$ cat config.mk
export PLATFORM = sky130hd
export DESIGN_NAME = dap_seq_shifter
export DESIGN_NICKNAME = d
export VERILOG_FILES = /design/src/rtl/dap_seq_pkg.sv /design/src/rtl/dap_seq_fifo.sv /design/src/rtl/dap_seq_shifter.sv
export SDC_FILE = /design/constraint.sdc
export NUM_CORES = 1
export LEC_CHECK = 0
export BUFFER_PORTS_ARGS = -buffer_cell sky130_fd_sc_hd__buf_2
export CORE_ASPECT_RATIO = 1.4
export CORE_MARGIN = 3
export CORE_UTILIZATION = 54
export DETAILED_ROUTE_END_ITERATION = 8
export PLACE_DENSITY = 0.82
export SLEW_MARGIN = 25
export SYNTH_ARGS = -nofsm -noshare
export SYNTH_HDL_FRONTEND = slang
export SYNTH_SLANG_ARGS = --single-unit
$ cat constraint.sdc
create_clock -name clk -period 4.4 [get_ports clk]
set_input_delay 0 -clock clk [delete_from_list [all_inputs] [get_ports clk]]
set_output_delay 0 -clock clk [all_outputs]
set_load 0.02 [all_outputs]
$ cat src/rtl/dap_seq_pkg.sv
// -----------------------------------------------------------------------------
// dap_seq_pkg
// Shared definitions for the DAP sequence shifter:
//   - seq_tx command opcodes and field positions
//   - engine state encoding
//   - packed command/response records carried by the FIFOs
//   - seq_len(): decodes the 7-bit length field into a bit count of 1..64
// -----------------------------------------------------------------------------
package dap_seq_pkg;

    // Command opcodes (cmd[15:13])
    localparam logic [2:0] SEQ_CMD_SWJ_SEQ = 3'd1;
    localparam logic [2:0] SEQ_CMD_SWD_SEQ = 3'd2;

    // Command field positions
    localparam int CMD_OP_MSB  = 15;
    localparam int CMD_OP_LSB  = 13;
    localparam int CMD_CAP_BIT = 7;
    localparam int CMD_LEN_MSB = 6;
    localparam int CMD_LEN_LSB = 0;

    localparam logic [6:0] SEQ_MAX_BITS = 7'd64;

    // Engine states
    localparam logic [1:0] ST_IDLE  = 2'd0;
    localparam logic [1:0] ST_ARM   = 2'd1;
    localparam logic [1:0] ST_SHIFT = 2'd2;
    localparam logic [1:0] ST_RESP  = 2'd3;

    // Command FIFO entry: 80 bits
    typedef struct packed {
        logic [15:0] cmd;
        logic [63:0] data;
    } seq_cmd_t;

    // Response FIFO entry: 65 bits
    typedef struct packed {
        logic        flag;
        logic [63:0] data;
    } seq_rsp_t;

    // A length field of 0 encodes 64; anything beyond 64 saturates to 64.
    function automatic logic [6:0] seq_len(input logic [6:0] field);
        if (field == 7'd0 || field > SEQ_MAX_BITS) begin
            return SEQ_MAX_BITS;
        end
        return field;
    endfunction

endpackage : dap_seq_pkg

$ cat src/rtl/dap_seq_fifo.sv
// -----------------------------------------------------------------------------
// dap_seq_fifo
// Generic synchronous FIFO with full/empty flags. Push while full and pop
// while empty are ignored; a simultaneous push and pop are both honoured.
// The head entry reads as zero while the FIFO is empty.
//
// Parameters:
//   WIDTH  entry width in bits
//   DEPTH  number of entries (power of 2, >= 2)
// Ports:
//   clk, resetn      clock, async active-low reset (empties the FIFO)
//   i_push           write strobe
//   i_push_data      write data
//   i_pop            read strobe (removes the head)
//   o_head           head entry (zero when empty)
//   o_full, o_empty  occupancy flags
// -----------------------------------------------------------------------------
module dap_seq_fifo #(
    parameter int WIDTH = 8,
    parameter int DEPTH = 2
) (
    input  logic             clk,
    input  logic             resetn,
    input  logic             i_push,
    input  logic [WIDTH-1:0] i_push_data,
    input  logic             i_pop,
    output logic [WIDTH-1:0] o_head,
    output logic             o_full,
    output logic             o_empty
);

    localparam int AW = $clog2(DEPTH);

    // Pointers carry one extra wrap bit to tell full from empty.
    logic [AW:0]      r_wr_ptr;
    logic [AW:0]      r_rd_ptr;
    logic [WIDTH-1:0] r_mem [DEPTH];

    logic w_push;
    logic w_pop;

    assign o_empty = (r_wr_ptr == r_rd_ptr);
    assign o_full  = (r_wr_ptr[AW] != r_rd_ptr[AW]) &&
                     (r_wr_ptr[AW-1:0] == r_rd_ptr[AW-1:0]);

    assign w_push = i_push && !o_full;
    assign w_pop  = i_pop && !o_empty;

    assign o_head = o_empty ? '0 : r_mem[r_rd_ptr[AW-1:0]];

    always_ff @(posedge clk or negedge resetn) begin
        if (!resetn) begin
            r_wr_ptr <= '0;
            r_rd_ptr <= '0;
        end else begin
            if (w_push) begin
                r_wr_ptr <= r_wr_ptr + (AW+1)'(1);
            end
            if (w_pop) begin
                r_rd_ptr <= r_rd_ptr + (AW+1)'(1);
            end
        end
    end

    // Storage needs no reset: it is only observable through o_head,
    // which is masked while empty.
    always_ff @(posedge clk) begin
        if (w_push) begin
            r_mem[r_wr_ptr[AW-1:0]] <= i_push_data;
        end
    end

endmodule : dap_seq_fifo

$ cat src/rtl/dap_seq_shifter.sv
// -----------------------------------------------------------------------------
// dap_seq_shifter
// Bit-level sequence engine behind the seq_tx/seq_rx interface. Commands are
// queued, shifted LSB-first on SWCLK/SWDIO paced by the external serial clock
// strobes, SWDIO is optionally captured, and one response is returned per
// command.
//
// Optional build macro: DAP_SEQ_LOOPBACK_EN
//   Adds input 'loopback'. When high, capture samples SWDIO_TMS_O instead of
//   SWDIO_TMS_I and SWDIO_TMS_T is held at 0.
//
// Parameters:
//   CMD_DEPTH  command FIFO depth (power of 2, >= 2)
//   RSP_DEPTH  response FIFO depth (power of 2, >= 2)
//   IDLE_CLK   SWCLK_TCK_O level while not shifting
// Ports:
//   clk, resetn        controller clock, async active-low reset
//   loopback           (DAP_SEQ_LOOPBACK_EN only) internal loopback select
//   sclk_out           serial clock waveform, synchronous to clk
//   sclk_pulse         one-clk strobe at each bit launch edge
//   sclk_delay_pulse   one-clk strobe at each sample point
//   seq_tx_valid/cmd/data/full   command write side
//   seq_rx_valid/nxt/flag/data   response read side
//   SWCLK_TCK_O, SWDIO_TMS_T, SWDIO_TMS_O, SWDIO_TMS_I   pad interface
// -----------------------------------------------------------------------------
module dap_seq_shifter
    import dap_seq_pkg::*;
#(
    parameter int   CMD_DEPTH = 2,
    parameter int   RSP_DEPTH = 2,
    parameter logic IDLE_CLK  = 1'b1
) (
    input  logic        clk,
    input  logic        resetn,
`ifdef DAP_SEQ_LOOPBACK_EN
    input  logic        loopback,
`endif
    input  logic        sclk_out,
    input  logic        sclk_pulse,
    input  logic        sclk_delay_pulse,
    input  logic        seq_tx_valid,
    input  logic [15:0] seq_tx_cmd,
    input  logic [63:0] seq_tx_data,
    output logic        seq_tx_full,
    output logic        seq_rx_valid,
    input  logic        seq_rx_nxt,
    output logic        seq_rx_flag,
    output logic [63:0] seq_rx_data,
    output logic        SWCLK_TCK_O,
    output logic        SWDIO_TMS_T,
    output logic        SWDIO_TMS_O,
    input  logic        SWDIO_TMS_I
);

    seq_cmd_t w_cmd_in;
    seq_cmd_t w_cmd_head;
    seq_rsp_t w_rsp_in;
    seq_rsp_t w_rsp_head;

    logic w_cmd_full;
    logic w_cmd_empty;
    logic w_rsp_full;
    logic w_rsp_empty;
    logic w_start;
    logic w_rsp_push;

    logic [2:0] w_op;
    logic       w_cap_req;
    logic [6:0] w_len_field;
    logic       w_sample;
    logic       w_release;
    logic [5:0] w_cap_idx;
    logic       w_unused_cmd;

    logic [1:0]  r_state;
    logic [6:0]  r_len;
    logic [6:0]  r_bit_cnt;
    logic        r_capture;
    logic        r_flag;
    logic [63:0] r_data;
    logic [63:0] r_cap;
    logic        r_swdio_o;
    logic        r_swdio_t;

    // ---------------------------------------------------------------------
    // Command FIFO
    // ---------------------------------------------------------------------
    assign w_cmd_in = {seq_tx_cmd, seq_tx_data};

    dap_seq_fifo #(
        .WIDTH ($bits(seq_cmd_t)),
        .DEPTH (CMD_DEPTH)
    ) u_cmd_fifo (
        .clk         (clk),
        .resetn      (resetn),
        .i_push      (seq_tx_valid),
        .i_push_data (w_cmd_in),
        .i_pop       (w_start),
        .o_head      (w_cmd_head),
        .o_full      (w_cmd_full),
        .o_empty     (w_cmd_empty)
    );

    assign seq_tx_full = w_cmd_full;

    // ---------------------------------------------------------------------
    // Command decode
    // ---------------------------------------------------------------------
    assign w_op        = w_cmd_head.cmd[CMD_OP_MSB:CMD_OP_LSB];
    assign w_cap_req   = w_cmd_head.cmd[CMD_CAP_BIT];
    assign w_len_field = w_cmd_head.cmd[CMD_LEN_MSB:CMD_LEN_LSB];

    // cmd[12:8] are reserved.
    assign w_unused_cmd = ^w_cmd_head.cmd[12:8];

    // Start only when a response slot is guaranteed, so a started command
    // can always deliver its response without blocking the line.
    assign w_start = (r_state == ST_IDLE) && !w_cmd_empty && !w_rsp_full;

`ifdef DAP_SEQ_LOOPBACK_EN
    assign w_sample    = loopback ? r_swdio_o : SWDIO_TMS_I;
    assign w_release   = r_capture && !loopback;
    assign SWDIO_TMS_T = r_swdio_t && !loopback;
`else
    assign w_sample    = SWDIO_TMS_I;
    assign w_release   = r_capture;
    assign SWDIO_TMS_T = r_swdio_t;
`endif

    // bit_cnt is 1..64 while sampling, so bit_cnt-1 always fits 6 bits.
    assign w_cap_idx = 6'(r_bit_cnt - 7'd1);

    // ---------------------------------------------------------------------
    // Sequencer
    // ---------------------------------------------------------------------
    always_ff @(posedge clk or negedge resetn) begin
        if (!resetn) begin
            r_state   <= ST_IDLE;
            r_len     <= SEQ_MAX_BITS;
            r_bit_cnt <= '0;
            r_capture <= 1'b0;
            r_flag    <= 1'b0;
            r_data    <= '0;
            r_cap     <= '0;
            r_swdio_o <= 1'b1;
            r_swdio_t <= 1'b0;
        end else begin
            case (r_state)
                ST_IDLE: begin
                    r_swdio_t <= 1'b0;
                    if (w_start) begin
                        r_len     <= seq_len(w_len_field);
                        r_data    <= w_cmd_head.data;
                        r_cap     <= '0;
                        r_bit_cnt <= '0;
                        case (w_op)
                            SEQ_CMD_SWJ_SEQ: begin
                                r_capture <= 1'b0;
                                r_flag    <= 1'b0;
                                r_state   <= ST_ARM;
                            end
                            SEQ_CMD_SWD_SEQ: begin
                                r_capture <= w_cap_req;
                                r_flag    <= 1'b0;
                                r_state   <= ST_ARM;
                            end
                            default: begin
                                // Unknown opcode: no line activity, error response.
                                r_capture <= 1'b0;
                                r_flag    <= 1'b1;
                                r_state   <= ST_RESP;
                            end
                        endcase
                    end
                end

                ST_ARM: begin
                    if (sclk_pulse) begin
                        r_swdio_o <= r_data[0];
                        r_data    <= {1'b0, r_data[63:1]};
                        r_swdio_t <= w_release;
                        r_bit_cnt <= 7'd1;
                        r_state   <= ST_SHIFT;
                    end
                end

                ST_SHIFT: begin
                    if (sclk_delay_pulse) begin
                        if (r_capture) begin
                            r_cap[w_cap_idx] <= w_sample;
                        end
                        if (r_bit_cnt == r_len) begin
                            r_state <= ST_RESP;
                        end
                    end else if (sclk_pulse) begin
                        // Transmit data is consumed from the LSB of a
                        // right-shifting register.
                        r_swdio_o <= r_data[0];
                        r_data    <= {1'b0, r_data[63:1]};
                        r_bit_cnt <= r_bit_cnt + 7'd1;
                    end
                end

                ST_RESP: begin
                    r_swdio_t <= 1'b0;
                    r_state   <= ST_IDLE;
                end

                default: begin
                    r_state <= ST_IDLE;
                end
            endcase
        end
    end

    // SWCLK only toggles while a command is actually shifting.
    assign SWCLK_TCK_O = (r_state == ST_SHIFT) ? sclk_out : IDLE_CLK;
    assign SWDIO_TMS_O = r_swdio_o;

    // ---------------------------------------------------------------------
    // Response FIFO
    // ---------------------------------------------------------------------
    assign w_rsp_push = (r_state == ST_RESP);
    assign w_rsp_in   = {r_flag, r_cap};

    dap_seq_fifo #(
        .WIDTH ($bits(seq_rsp_t)),
        .DEPTH (RSP_DEPTH)
    ) u_rsp_fifo (
        .clk         (clk),
        .resetn      (resetn),
        .i_push      (w_rsp_push),
        .i_push_data (w_rsp_in),
        .i_pop       (seq_rx_nxt),
        .o_head      (w_rsp_head),
        .o_full      (w_rsp_full),
        .o_empty     (w_rsp_empty)
    );

    assign seq_rx_valid = !w_rsp_empty;
    assign seq_rx_flag  = w_rsp_head.flag;
    assign seq_rx_data  = w_rsp_head.data;

endmodule : dap_seq_shifter

======== After elaboration in Yosys (flattened, before gate mapping) ========
Memory sizes are Yosys's and may differ from the RTL's.
Index checks and enable logic that the tools add are counted.
Widths: inputs -> output; s select.
cells by class
  add/sub/neg operators ................... 6
  magnitude comparators ................... 3
  equal/unequal tests ..................... 19
  mux-type cells .......................... 41
  reduce and logical (&&, ||, !) cells .... 29
operators by type and width
  kind                 count
  $mux 64              6
  $pmux 64 s3          1
  $pmux 64 s2          1
  $mux 80              1
  $mux 65              1
  $bwmux 64            1
  $mux 7               6
  $pmux 7 s3           1
  $mux 1               14
  $ne 2x2->1 const B   6
  $mux 2               5
  $logic_and 1x1->1    9
  $add 2x1->2 const B  4
  $pmux 2 s4           1
  $reduce_and 4->1     2
  $add 7x1->7 const B  1
  $eq 7x7->1           1
  $gt 7x7->1 const B   1
  $logic_not 7->1      1
  $lt 6x7->1 const B   1
  $demux 1 s6          1
  $ge 6x1->1 const B   1
  $reduce_and 2->1     3
  $reduce_bool 2->1    3
  other kinds (17)     26
storage, ports and cells
  register bits ........................... 156
  bits in writable memories ............... 290
  input port bits ......................... 88
  output and inout port bits .............. 70
  word-level logic and storage cells ...... 113
  memories kept ........................... 2
memories
  name              depth  bits a word  rd ports  clocked after memory_dff  wr ports  line                text
  u_cmd_fifo.r_mem  2      80           1         0                         1         dap_seq_fifo.sv:37  logic [WIDTH-1:0] r_mem [DEPTH];
  u_rsp_fifo.r_mem  2      65           1         0                         1         dap_seq_fifo.sv:37

======== Logic depth before layout (Yosys ltp) ========
Gate-level depths: netlist (run 1).
  depth in word-level cells ............... 9
  mapped depth ............................ 10
  depth with buffers taken out ............ 7

======== By module ========
A second synthesis (run 1) with hierarchy kept.
second synthesis, totals
  cell total of the unflattened synthesis .. 1379
  area total of the unflattened synthesis .. 18686.7 µm²
by module, submodules not included
  module                     times used  cells an instance  area each (µm²)  seq. area each (µm²)
  dap_seq_shifter            1           716                7250.7           3706.1
  dap_seq_fifo (u_cmd_fifo)  1           363                6293.5           4904.7
  dap_seq_fifo (u_rsp_fifo)  1           300                5142.4           4003.8

======== Worst setup path before layout (run 1) ========
OpenSTA, ideal clock, no wires.
  path type ............................... register -> register
  start ................................... reg u_cmd_fifo.r_rd_ptr[0]
  end ..................................... mem u_cmd_fifo.r_mem[0][0] (netlist name), enable pin
  library setup time ...................... 508 ps
  arrival time ............................ 3959 ps
  data required time ...................... 3892 ps
  slack ................................... -67 ps
  cell stages (with the launch flop) ...... 6
  buffers on the path ..................... 1
  period minus slack after synthesis ...... 4467 ps
  cells stage by stage .................... dfrtp_1 -> buf_2 -> xnor2_1 -> nand2_1 -> nand2_1 -> nor2_1
between the ends
  cells in the longest elaborated chain, start to end .. 6
RTL lines
  what                          line                text
  from (decl)                   dap_seq_fifo.sv:36  logic [AW:0] r_rd_ptr;
  from (signal assigned)        dap_seq_fifo.sv:60  r_rd_ptr <= r_rd_ptr + (AW+1)'(1);
  $eq 1x1->1                    dap_seq_fifo.sv:44  (r_wr_ptr[AW-1:0] == r_rd_ptr[AW-1:0]);
  $logic_and 1x1->1             dap_seq_fifo.sv:43  assign o_full = (r_wr_ptr[AW] != r_rd_ptr[AW]) &&
  $logic_not 1->1               dap_seq_fifo.sv:46  assign w_push = i_push && !o_full;
  $logic_and 1x1->1             dap_seq_fifo.sv:46
  $mux 1                        dap_seq_fifo.sv:68  if (w_push) begin
  $mux 1 (not written as such)  dap_seq_fifo.sv:69  r_mem[r_wr_ptr[AW-1:0]] <= i_push_data;
  to (decl)                     dap_seq_fifo.sv:37
No other way between the ends.

======== Worst setup path in the final report (run 1) ========
  start ................................... reg r_bit_cnt[0]
  end ..................................... reg r_cap[27]
between the ends
  cells in the longest elaborated chain, start to end .. 9
  elaborated cells between the ends (all ways) .. 10
  classes of those cells .................. add/sub (1); order compare (2); mux (6); reduce/logical (1)
RTL lines
  what                                                            line                    text
  from (decl)                                                     dap_seq_shifter.sv:77   logic [6:0] r_bit_cnt;
  from (signal assigned)                                          dap_seq_shifter.sv:200  r_bit_cnt <= r_bit_cnt + 7'd1;
  $sub 6x1->6 (*)                                                 dap_seq_shifter.sv:131  assign w_cap_idx = 6'(r_bit_cnt - 7'd1);
  $lt 6x7->1 (not written as such) or $ge 6x1->1 (tied branches)  dap_seq_shifter.sv:190  r_cap[w_cap_idx] <= w_sample;
  $logic_and 1x1->1 (not written as such)                         dap_seq_shifter.sv:190
  $mux 1 (not written as such)                                    dap_seq_shifter.sv:190
  $demux 1 s6 (*)                                                 dap_seq_shifter.sv:190
  $bwmux 64 (*)                                                   dap_seq_shifter.sv:190
  $mux 64 (*)                                                     dap_seq_shifter.sv:189  if (r_capture) begin
  $mux 64 (*)                                                     dap_seq_shifter.sv:188  if (sclk_delay_pulse) begin
  $pmux 64 s2 (*)                                                 dap_seq_shifter.sv:148  case (r_state)
  to (signal, indexed assignment)                                 dap_seq_shifter.sv:190
  to (decl)                                                       dap_seq_shifter.sv:81   logic [63:0] r_cap;
Mark *: on every way between the ends. The rest lies on a longest branch, timed or not. The select of a mux whose other input is x is not followed.
A chain may end at the register's enable or synchronous reset.

==> reports/metrics.csv, run 1 <==
stage,metric,value,unit
status,status,"finished, final reports clean",
pwr,power_density,853,nW/um2
cts,cts-root-buf,clkbuf_16,
synth,synthTopCellsByArea,"edfxtp_1 46%, dfrtp_1 21%, mux2i_1 7.6%, o211ai_1 4.0%, a21oi_1 4.0%",
placement,pre_cts_slack,1.41,ns
cts,cts_tree,yes,
grt,grt_util_all_layers,22.0,%
synth,synth_edf_count,280,
synth,synth.distinct_cells,52,
layout,drive_above_1_share,15.8,%
sta,setup_violations,0,
layout,fill_cells,2337,
synth,synth_compound_area_share,11.3,%
sta,whs,0.101,ns
synth,synthCells,1407,
setup_path,ff2ff_setup_slack,1.23,ns
synth,ys.flop_type,edfxtp_1,
route,drc,0,
route,wl_met2,20300,um
sta,fmax,316,MHz
sta,final.min_clock_period,3.17,ns
synth,synth-seq-cells,436,
sta,fin_ws,1.23,ns
cts,clkTransAtPathRegs,0.07,ns
placement,place_congestion,0.864,
setup_path,arrival,3.62,ns
cts,cts.repair.resized,0,
layout,fin_area,21500,um2
sta,skew,0.0107,ns
placement,dp_hpwl,22700,um
floorplanning,core-area,32800,um2
layout,final_nets,1703,
synth,ys_warn_count,0,
floorplanning,start_util,55.3,%
floorplanning,fp-row-count,78,
synth,syn_nets,1502,
grt,grt_max_degree,109,
pwr,ir_drop,0.561,mV
route,vias_per_cell,5.85,
grt,grt-ovfl-total,0,
cts,postCtsHoldBufs,80,
synth,avgSynthCellArea,12.9,um2
setup_path,crit_path_start_kind,flip-flop,
cts,numCtsBuffers,40,
synth,yosys-mux-area-fraction,7.80,%
setup_path,r2r-start,r_bit_cnt[0],
synth,yosysMostFrequentCell,edfxtp_1,
synth,synthDominantCellAreaShare,46.3,%
cts,cts_setup_buffers,0,
layout,syn_to_final_growth,18.4,%
setup_path,endpoint_kind,flip-flop,
synth,synth.cell_area,18100,um2
synth,async_flop_share,35.8,%
route,wl_met3,2820,um
sta,slew_violations,0,
cts,clock_latency,0.52,ns
synth,synthTopCellsByCount,"280 x edfxtp_1, 156 x nor2_1, 154 x dfrtp_1",
setup_path,cp_max_fo,16,
sta,tns,0,ns
setup_path,cp_data_required_time,4.86,ns
floorplanning,die_area,35900,um2
placement,io_buffers,152,
sta,finalHoldViolations,0,
route,firstDrtPassIters,8,
cts,clkSinkCount,436,
synth,synth_top_family_by_area,compound AO/OA/AOI/OAI gates,
route,wl_per_cell,19.1,um
sta,relSlewSlack,30.8,%
sta,post-route-period-util,71.9,%
synth,synth_fa_ha_area_share,0.483,%
synth,ys_seq_area_share,67.9,%
sta,rsz0062_at_grt,false,
pwr,p_leak,8.38,nW
worst_hold_path,min_path_type,input port to asynchronous set/reset pin,
setup_path,r2r_cells,7,
route,vias,12158,
grt,grt_pass1_wl,63700,um
setup_path,critPathSlowestCell,a211oi_1,
synth,yosysTopAreaCell,edfxtp_1,
setup_path,critical_path_class,flip-flop to flip-flop,
sta,worstMarginPinSlew,1.03,ns
placement,dpl_cell_area,19400,um2
grt,grt_pass1_vias,12315,
floorplanning,die_y,223,um
job,max_cap_violations,0,
route,routed_wl,39700,um
route,top_layer,met5,
route,first_iter_violations,984,
cts,cts_buffer_depth,3,
setup_path,timing.rr.end,r_cap[27],
route,drt-met1-wl,14700,um
floorplanning,die_x,161,um
route,postRouteAntennaNets,0,
synth,synthXorXnorAreaFrac,1.40,%
floorplanning,io-pin-count,158,
cts,htreeDepth,2,
setup_path,crit_chain,inv_1 > ha_1 > xnor2_1 > nand2_1 > a211oi_1 > o21ai_0 > nand3_1,
setup_path,crit_path_max_incr_delay,0.85,ns
grt,antenna_found_initial,1,
synth,yosys.area_share.simple,8.71,%
-- cells by family (layout without fill, tap and decap cells) --
group	count (synthesis)	in the layout
AO/OA/AOI/OAI	321	321
XOR/XNOR	29	29
adder cells (fa/ha/maj)	7	7
buffers and inverters	106	337
flip-flops	436	436
multiplexers	141	141
other	0	1
AND/OR/NAND/NOR	367	367
-- how the worst max path moves through the flow --
stage,cells after the start,from,slack [ns],end
2_1_floorplan,5,u_rsp_fifo.r_rd_ptr[0],0.41,u_rsp_fifo.r_mem[0][0]
3_3_place_gp,6,u_cmd_fifo.r_rd_ptr[0],1.51,r_data[59]
3_5_place_dp,7,r_bit_cnt[0],1.41,r_cap[27]
4_1_cts,7,r_bit_cnt[0],1.38,r_cap[27]
5_1_grt,7,r_bit_cnt[0],1.02,r_cap[27]
6_report,7,r_bit_cnt[0],1.23,r_cap[27]
-- flip-flops by register name (all words and copies together) (netlist names), 7 cells and up --
| register | count |
|---|---|
| r_data | 64 |
| u_rsp_fifo.r_mem | 130 |
| r_len | 7 |
| r_cap | 64 |
| u_cmd_fifo.r_mem | 150 |
| r_bit_cnt | 7 |
-- layer usage --
layer,global-route usage [%],up-vias
li1,-,5642
met1,26.5,5870
met2,38.3,544
met3,4.09,100
met4,10.1,2
met5,0,-
-- per-stage QoR --
stage / power (mW) / util (%) / cells
6_report: 18.3 / 65.5 / 2079
5_1_grt: 19.5 / 65.5 / 2078
4_1_cts: 18.2 / 65.3 / 2076
3_5_place_dp: 14.7 / 59.0 / 1924
3_3_place_gp: 14.2 / 58.8 / 1921
2_1_floorplan: 12.5 / - / 1407
-- cell type report --
cell class              count  area [um2]  area share [%]
inverters                  12        45.0           0.210
flip-flops and latches    436       12300            57.4
clock buffers              45        1040            4.85
multi-input cells         865        5460            25.4
clock inverters            27         234            1.09
diodes                      1        2.50          0.0117
well taps                 440         551            2.56
repair buffers            253        1820            8.46
-- layout by cell type (no fill, tap or decap), types with 5 or more instances in the layout --
cell and count:
a22oi_1 26, nor2_1 152, o211ai_1 97, nand2b_1 6, edfxtp_1 280, buf_2 152
o21ai_0 15, ha_1 5, buf_4 14, inv_1 12, nand2_1 100, clkbuf_16 41
clkinv_2 8, mux2i_1 138, dlygate4sd3_1 80, nor3_1 65, a21oi_1 143, dfrtp_1 152
xor2_1 9, xnor2_1 20, clkinv_1 10, o41ai_1 7, nand3_1 15
-- critical path, delay by kind of cell (launching register included) --
family	cells	cell delay, ns
AOI/OAI and AO/OA	2	1.13
DFF	1	0.64
and+or+nand+nor	2	0.48
adders and majority gates	1	0.37
xor gates and xnor gates	1	0.34
buffers and inverters	1	0.13
-- where the power goes --
group | switching [mW] | total (mW) | internal [mW]
logic | 5.13 | 7.85 | 2.71
clock network | 1.44 | 3.38 | 1.94
registers | 0.932 | 7.08 | 6.14
total | 7.51 | 18.3 | 10.8
(Power assumes the default switching activity.)
==> run 2: changes to the inputs <==
--- a/config.mk
+++ b/config.mk
@@ -5,12 +5,13 @@
 export SDC_FILE = /design/constraint.sdc
 export NUM_CORES = 1
 export LEC_CHECK = 0
+export ABC_AREA = 1
 export BUFFER_PORTS_ARGS = -buffer_cell sky130_fd_sc_hd__buf_2
 export CORE_ASPECT_RATIO = 1.4
 export CORE_MARGIN = 3
-export CORE_UTILIZATION = 54
+export CORE_UTILIZATION = 55
 export DETAILED_ROUTE_END_ITERATION = 8
-export PLACE_DENSITY = 0.82
+export PLACE_DENSITY = 0.8
 export SLEW_MARGIN = 25
 export SYNTH_ARGS = -nofsm -noshare
 export SYNTH_HDL_FRONTEND = slang
==> constraint.sdc (replaced) <==
create_clock -name clk -period 3 [get_ports clk]
set_input_delay 0 -clock clk [delete_from_list [all_inputs] [get_ports clk]]
set_output_delay 0 -clock clk [all_outputs]
set_load 0.02 [all_outputs]
==> reports/metrics.csv, run 2 <==
stage,metric,value,unit,change
floorplanning,start_util,56.0,%,+0.69 points
synth,synthDominantCellAreaShare,45.1,%,-1.3 points
setup_path,cp_max_fo,13,,-3
floorplanning,die_x,162,um,+0.47%
setup_path,crit_path_start_kind,flip-flop,,
route,first_iter_violations,1170,,+19%
synth,yosysMostFrequentCell,nand2_1,,
worst_hold_path,worstHoldStart,SWDIO_TMS_I,,
placement,dpl_cell_area,19900,um2,+2.9%
pwr,pwr-share-comb,43.5,%,+0.6 points
pwr,p_clk_share,20.3,%,+1.8 points
floorplanning,die_area,36200,um2,+0.95%
layout,drive_above_1_share,14.1,%,-1.7 points
layout,largest_register_ffs,150,,unchanged
setup_path,timing.rr.end,r_cap[10],,
synth,synth-seq-cells,436,,unchanged
synth,synth_edf_count,280,,unchanged
cts,clock_latency,0.54,ns,+0.02 ns
placement,pre_cts_slack,0.604,ns,-0.804 ns
status,status,"finished, final reports clean",,
job,max_cap_violations,0,,unchanged
cts,cts_buffer_depth,3,,unchanged
floorplanning,core-area,33300,um2,+1.6%
setup_path,endpoint_kind,flip-flop,,
pwr,p_switching,10.1,mW,+34%
sta,worstMarginPinSlew,0.890,ns,-0.144 ns
cts,htreeDepth,2,,unchanged
pwr,seqPwrFrac,36.2,%,-2.5 points
placement,dp_hpwl,23800,um,+4.8%
layout,fin_area,22000,um2,+2.3%
pwr,power_density,1080,nW/um2,+27%
layout,fill_cells,2368,,+1.3%
route,firstDrtPassIters,6,,-2
route,wl_per_cell,16.9,um,-11%
grt,grt-ovfl-total,0,,unchanged
synth,yosysTopAreaCell,edfxtp_1,,
layout,final_cell_mix,"658 x nand2_1, 280 x edfxtp_1, 155 x a21oi_1",,
sta,finalHoldViolations,0,,unchanged
worst_hold_path,min_path_type,input port to flip-flop,,
worst_hold_path,hold_depth,5,,
pwr,swShare,42.3,%,+1.3 points
sta,slew_violations,0,,unchanged
cts,cts-root-buf,clkbuf_16,,
cts,cts_setup_buffers,0,,unchanged
setup_path,crit_start,r_bit_cnt[0],,
setup_path,critical_path_class,flip-flop to flip-flop,,
grt,antenna_found_initial,1,,unchanged
sta,fmax,405,MHz,+28%
sta,post-route-period-util,82.3,%,+10 points
cts,cts_tree,yes,,
synth,synthTopCellsByArea,"edfxtp_1 45%, dfrtp_1 21%, nand2_1 13%, a21oi_1 4.2%, nand3b_1 2.6%",,
placement,place_congestion,0.814,,-5.8%
synth,async_flop_share,35.8,%,unchanged
layout,final_common_cell,nand2_1,,
synth,synthTopCellsByCount,"659 x nand2_1, 280 x edfxtp_1, 156 x a21oi_1",,
setup_path,arrival,2.89,ns,-0.73 ns
route,drc,0,,unchanged
route,postRouteAntennaNets,0,,unchanged
layout,final_nets,2088,,+23%
setup_path,r2r-start,r_bit_cnt[0],,
sta,final.min_clock_period,2.47,ns,-0.696 ns
synth,avgSynthCellArea,10.4,um2,-19%
route,vias,13759,,+13%
sta,tns,0,ns,unchanged
placement,io_buffers,152,,unchanged
layout,syn_to_final_growth,17.7,%,
sta,setup_violations,0,,unchanged
route,routed_wl,41800,um,+5.2%
pwr,p_leak,9.21,nW,+9.9%
grt,grt_util_all_layers,23.0,%,+1.0 points
grt,grt_pass1_vias,13803,,+12%
setup_path,r2r_cells,11,,+4
setup_path,cp_data_required_time,3.42,ns,-1.44 ns
synth,ys_warn_count,0,,unchanged
worst_hold_path,whs_endpoint,r_cap[1],,
cts,numCtsBuffers,39,,-2.5%
synth,syn_nets,1888,,+26%
pwr,ir_drop,0.793,mV,+41%
synth,synth.cell_area,18700,um2,+2.8%
cts,clkTransAtPathRegs,0.07,ns,about the same
synth,ys_seq_area_share,66.0,%,-1.9 points
sta,fin_ws,0.531,ns,-0.704 ns
synth,synth.distinct_cells,34,,-35%
cts,clkSinkCount,436,,unchanged
sta,rsz0062_at_grt,false,,
setup_path,ff2ff_setup_slack,0.53,ns,-0.70 ns
grt,grt_pass1_wl,67800,um,+6.4%
route,vias_per_cell,5.57,,-4.7%
synth,ys.flop_type,edfxtp_1,,
floorplanning,io-pin-count,158,,unchanged
floorplanning,die_y,224,um,+0.48%
synth,synthCells,1793,,+27%
floorplanning,fp-row-count,79,,+1.3%
grt,grt_max_degree,108,,-0.92%
sta,skew,0.0134,ns,+0.00270 ns
pwr,internal-power,13.7,mW,+27%
sta,relSlewSlack,40.7,%,+9.9 points
[run 2: cell count changes after synthesis, sizes merged, moves of 56 or more]
cell / change
nand4: +72
nor2: -122
mux2i: -115
o21ai: +92
nand2: +562
inv: +56
nand3b: +62
o211ai: -96
nor3: -62
[run 2: timing repair]
| action | CTS | global route |
|---|---|---|
| gates resized for setup | 0 | 0 |
| hold buffers | 80 | 0 |
| endpoints found under the setup margin | 0 | 0 |
| hold endpoints to repair | 259 | 0 |
[run 2: cells by family after synthesis]
logic type,count (synthesis),synth area share (%)
XOR/XNOR,13,0.610
multiplexers,24,1.29
AO/OA/AOI/OAI,268,7.28
adder cells (fa/ha/maj),7,0.469
buffers and inverters,185,4.41
flip-flops,436,66.0
AND/OR/NAND/NOR,860,19.9
[run 2: power groups by stage]
| stage | combinational (mW) | clock [mW] | sequential [mW] |
|---|---|---|---|
| floorplan | 7.40 | 0 | 8.53 |
| global placement | 9.68 | 0 | 8.59 |
| detailed placement | 9.99 | 0 | 8.66 |
| CTS | 10.1 | 4.87 | 8.56 |
| global route | 11.5 | 5.13 | 8.71 |
| finish | 10.4 | 4.83 | 8.60 |
[run 2: critical path, cell delays in order (launching register included)]
cell and delay [ns]:
dfrtp_1 0.60, inv_2 0.21, ha_1 0.38, inv_1 0.09, nand3_1 0.10, nor2_1 0.34, buf_4 0.22, nand4_1 0.13
nand2_1 0.10, nand2_1 0.07, nand2_1 0.07, nand2_1 0.05
[run 2: cell type report]
cell class	count	area, um2	share of cell area (%)
Antenna cell	1	2.50	0.0114
Clock buffer	48	1060	4.84
Clock inverter	23	164	0.746
Inverter	68	255	1.16
Multi-Input combinational cell	1172	5590	25.4
Sequential cell	436	12300	56.1
Tap cell	445	557	2.54
Timing Repair Buffer	276	2020	9.20
[run 2: layer usage]
layer / global-route usage [%] / vias up / part of all wire, % / routed length [um]
met5: 0 / - / 0 / 0
met4: 11.3 / 0 / 4.9 / 2060
met3: 3.88 / 154 / 6.5 / 2730
met2: 41.4 / 563 / 52 / 21800
met1: 26.5 / 6546 / 36 / 15200
li1: - / 6496 / - / -
[run 2: metrics by stage]
stage | power (mW) | hold slack, ns | utilization (%) | instances
3_5_place_dp | 18.7 | 0.191 | 59.8 | 2316
3_3_place_gp | 18.3 | 0.187 | 59.8 | 2316
2_1_floorplan | 15.9 | -0.296 | - | 1793
5_1_grt | 25.3 | 0.173 | 65.9 | 2469
6_report | 23.8 | 0.142 | 65.9 | 2469
4_1_cts | 23.6 | 0.124 | 65.8 | 2467
[run 2: worst max path at each step]
| stage | to | slack, ns | depth (start not counted) |
|---|---|---|---|
| after global placement | r_cap[10] | 0.69 | 11 |
| after global routing | r_cap[10] | 0.39 | 11 |
| final | r_cap[10] | 0.53 | 11 |
| after detailed placement | r_data[22] | 0.60 | 7 |
| after floorplan | u_rsp_fifo.r_mem[1][0] | 0.03 | 6 |
| after CTS | r_cap[10] | 0.57 | 11 |
==> run 3: changes to the inputs <==
--- a/config.mk
+++ b/config.mk
@@ -5,13 +5,13 @@
 export SDC_FILE = /design/constraint.sdc
 export NUM_CORES = 1
 export LEC_CHECK = 0
-export ABC_AREA = 1
+export ABC_AREA = 0
 export BUFFER_PORTS_ARGS = -buffer_cell sky130_fd_sc_hd__buf_2
 export CORE_ASPECT_RATIO = 1.4
 export CORE_MARGIN = 3
-export CORE_UTILIZATION = 55
+export CORE_UTILIZATION = 54
 export DETAILED_ROUTE_END_ITERATION = 8
-export PLACE_DENSITY = 0.8
+export PLACE_DENSITY = 0.82
 export SLEW_MARGIN = 25
 export SYNTH_ARGS = -nofsm -noshare
 export SYNTH_HDL_FRONTEND = slang
==> constraint.sdc (replaced) <==
create_clock -name clk -period 2 [get_ports clk]
set_input_delay 0 -clock clk [delete_from_list [all_inputs] [get_ports clk]]
set_output_delay 0 -clock clk [all_outputs]
set_load 0.02 [all_outputs]
==> reports/metrics.csv, run 3 (synthesis results as in run 1) <==
stage,metric,value,unit,change
status,status,"complete, but fails checks",,
status,violations,setup timing,,
setup_path,timing.rr.end,r_cap[12],,
sta,skew,0.0204,ns,+0.00702 ns
layout,final_util,72.5,%,+6.6 points
cts,clkTransAtPathRegs,0.06,ns,about the same
cts,cts_buffer_depth,3,,unchanged
setup_path,crit_path_max_incr_delay,0.59,ns,about the same
grt,grt_pass1_wl,68200,um,+0.67%
sta,final.min_clock_period,2.17,ns,-0.301 ns
setup_path,r2r_cells,7,,-4
cts,cts-root-buf,clkbuf_16,,
layout,final_nets,1821,,-13%
setup_path,r2r-start,r_bit_cnt[0],,
setup_path,critPathSlowestCell,or4_4,,
layout,final_cell_mix,"280 x edfxtp_1, 145 x dfrtp_1, 137 x mux2i_1",,
setup_path,crit_chain,buf_6 > or4_4 > a21oi_4 > nor2_2 > buf_4 > o211ai_1 > o211ai_1,,
setup_path,crit_start,r_bit_cnt[0],,
setup_path,cp_top_family,simple AND/OR/NAND/NOR gates,,
placement,pre_cts_slack,-0.255,ns,-0.859 ns
setup_path,cp_data_required_time,2.38,ns,-1.04 ns
sta,tns,-1.09,ns,-1.09 ns
layout,drive_above_1_share,27.8,%,+14 points
floorplanning,io-pin-count,158,,unchanged
grt,antenna_found_initial,2,,+1
sta,worstMarginPinSlew,0.597,ns,-0.293 ns
sta,rsz0062_at_grt,true,,
cts,numCtsBuffers,40,,+2.6%
route,vias,13086,,-4.9%
floorplanning,die_area,35900,um2,-0.94%
grt,grt_util_all_layers,23.7,%,+0.77 points
route,firstDrtPassIters,5,,-1
grt,grt_pass1_vias,12961,,-6.1%
placement,dp_hpwl,26100,um,+9.7%
sta,relSlewSlack,60.2,%,+20 points
setup_path,ff2ff_setup_slack,-0.17,ns,-0.70 ns
floorplanning,fp-row-count,78,,-1.3%
sta,finalHoldViolations,0,,unchanged
sta,post-route-period-util,108,%,+26 points
sta,fin_ws,-0.168,ns,-0.699 ns
grt,grt-ovfl-total,0,,unchanged
cts,htreeDepth,2,,unchanged
setup_path,arrival,2.54,ns,-0.35 ns
floorplanning,die_y,223,um,-0.47%
route,first_iter_violations,1022,,-13%
route,wl_per_cell,21.3,um,+26%
layout,multi_input_area,6140,um2,+9.9%
route,vias_per_cell,5.95,,+6.8%
pwr,power.total,47.6,mW,+100%
placement,place_congestion,0.904,,+11%
cts,cts_tree,yes,,
floorplanning,die_x,161,um,-0.47%
layout,largest_register_ffs,150,,unchanged
setup_path,endpoint,r_cap[12],,
layout,fill_cells,1990,,-16%
sta,fmax,461,MHz,+14%
pwr,p_leak,9.31,nW,+1.1%
layout,syn_to_final_growth,31.1,%,
sta,setup_violations,35,,+35
setup_path,critical_path_class,flip-flop to flip-flop,,
setup_path,cp_num_cells,7,,-4
layout,seqCellArea,12300,um2,+0.11%
grt,grt_max_degree,68,,-37%
route,drc,0,,unchanged
cts,clkSinkCount,436,,unchanged
pwr,ir_drop,1.41,mV,+78%
layout,final_common_cell,edfxtp_1,,
job,max_cap_violations,0,,unchanged
route,postRouteAntennaNets,0,,unchanged
setup_path,crit_path_start_kind,flip-flop,,
setup_path,endpoint_kind,flip-flop,,
worst_hold_path,min_path_type,input port to asynchronous set/reset pin,,
sta,slew_violations,0,,unchanged
floorplanning,start_util,55.3,%,-0.69 points
cts,clock_latency,0.54,ns,about the same
route,routed_wl,46900,um,+12%
setup_path,cp_max_fo,12,,-1
setup_path,crit_top_cell,o211ai_1,,
pwr,power_density,2000,nW/um2,+85%
floorplanning,core-area,32800,um2,-1.6%
placement,io_buffers,152,,unchanged
setup_path,cp.buffers_inverters,2,,-1
run 3: changes by cell type in the layout (fill, tap and decap cells not counted), sizes merged, moves of 72 or more:
cell / change
nand2: -562
nor2: +122
mux2i: +115
o211ai: +96
o21ai: -92
buf: +88
nand4: -72
run 3: worst min-delay path by stage:
| stage | from | endpoint | slack (ns) | cells after the start |
|---|---|---|---|---|
| 5_1_grt | resetn | r_data[20] | 0.03 | 2 |
| 6_report | resetn | r_data[18] | 0.004 | 2 |
| 4_1_cts | resetn | r_data[26] | 0.007 | 2 |
| 3_3_place_gp | resetn | r_data[21] | -0.004 | 1 |
| 2_1_floorplan | resetn | SWDIO_TMS_T | -0.30 | 0 |
| 3_5_place_dp | resetn | r_data[21] | -0.001 | 1 |
run 3: final cells by class:
cell class	instances	area share, %
tap	440	2.31
clock buffer	50	4.58
clock inverter	22	1.01
multi-input combinational	866	25.8
inverter	12	0.200
sequential	436	51.8
antenna	2	0.0210
timing repair buffer	370	14.2
run 3: layer usage:
metal	wire length, um	GRT usage (%)	part of all wire (%)
met5	0	0	0
met4	2020	8.94	4.3
met2	25600	44.0	55
met1	16300	27.4	35
met3	3030	4.01	6.5
run 3: per-stage QoR:
step / area, um2 / cells / hold WS (ns)
after floorplan: 18300 / 1407 / -0.296
after global placement: 20200 / 2002 / -0.00439
after detailed placement: 20200 / 2002 / -0.00127
after CTS: 22600 / 2162 / 0.00701
after global routing: 23800 / 2197 / 0.0271
final: 23800 / 2198 / 0.00354
run 3: worst reg2reg max path: stages, from the launching register on:
cell and delay, ns:
dfrtp_1 0.44, buf_6 0.15, or4_4 0.59, a21oi_4 0.15, nor2_2 0.05, buf_4 0.20
o211ai_1 0.26, o211ai_1 0.18
run 3: what timing repair did:
action / in CTS / in global routing
pin swaps: 14 / 54
setup endpoints to repair: 186 / 183
gates resized for setup: 36 / 216
buffers inserted: 7 / 22
hold buffers: 80 / 0
endpoints found under the hold margin: 311 / 0
cloned: 2 / 12
run 3: power by group:
| group | switching, mW | internal, mW | leakage (nW) |
|---|---|---|---|
| Clock | 3.23 | 4.52 | 0.651 |
| Sequential | 1.97 | 13.5 | 4.49 |
| Combinational | 14.1 | 10.3 | 4.17 |
| Total | 19.3 | 28.4 | 9.31 |
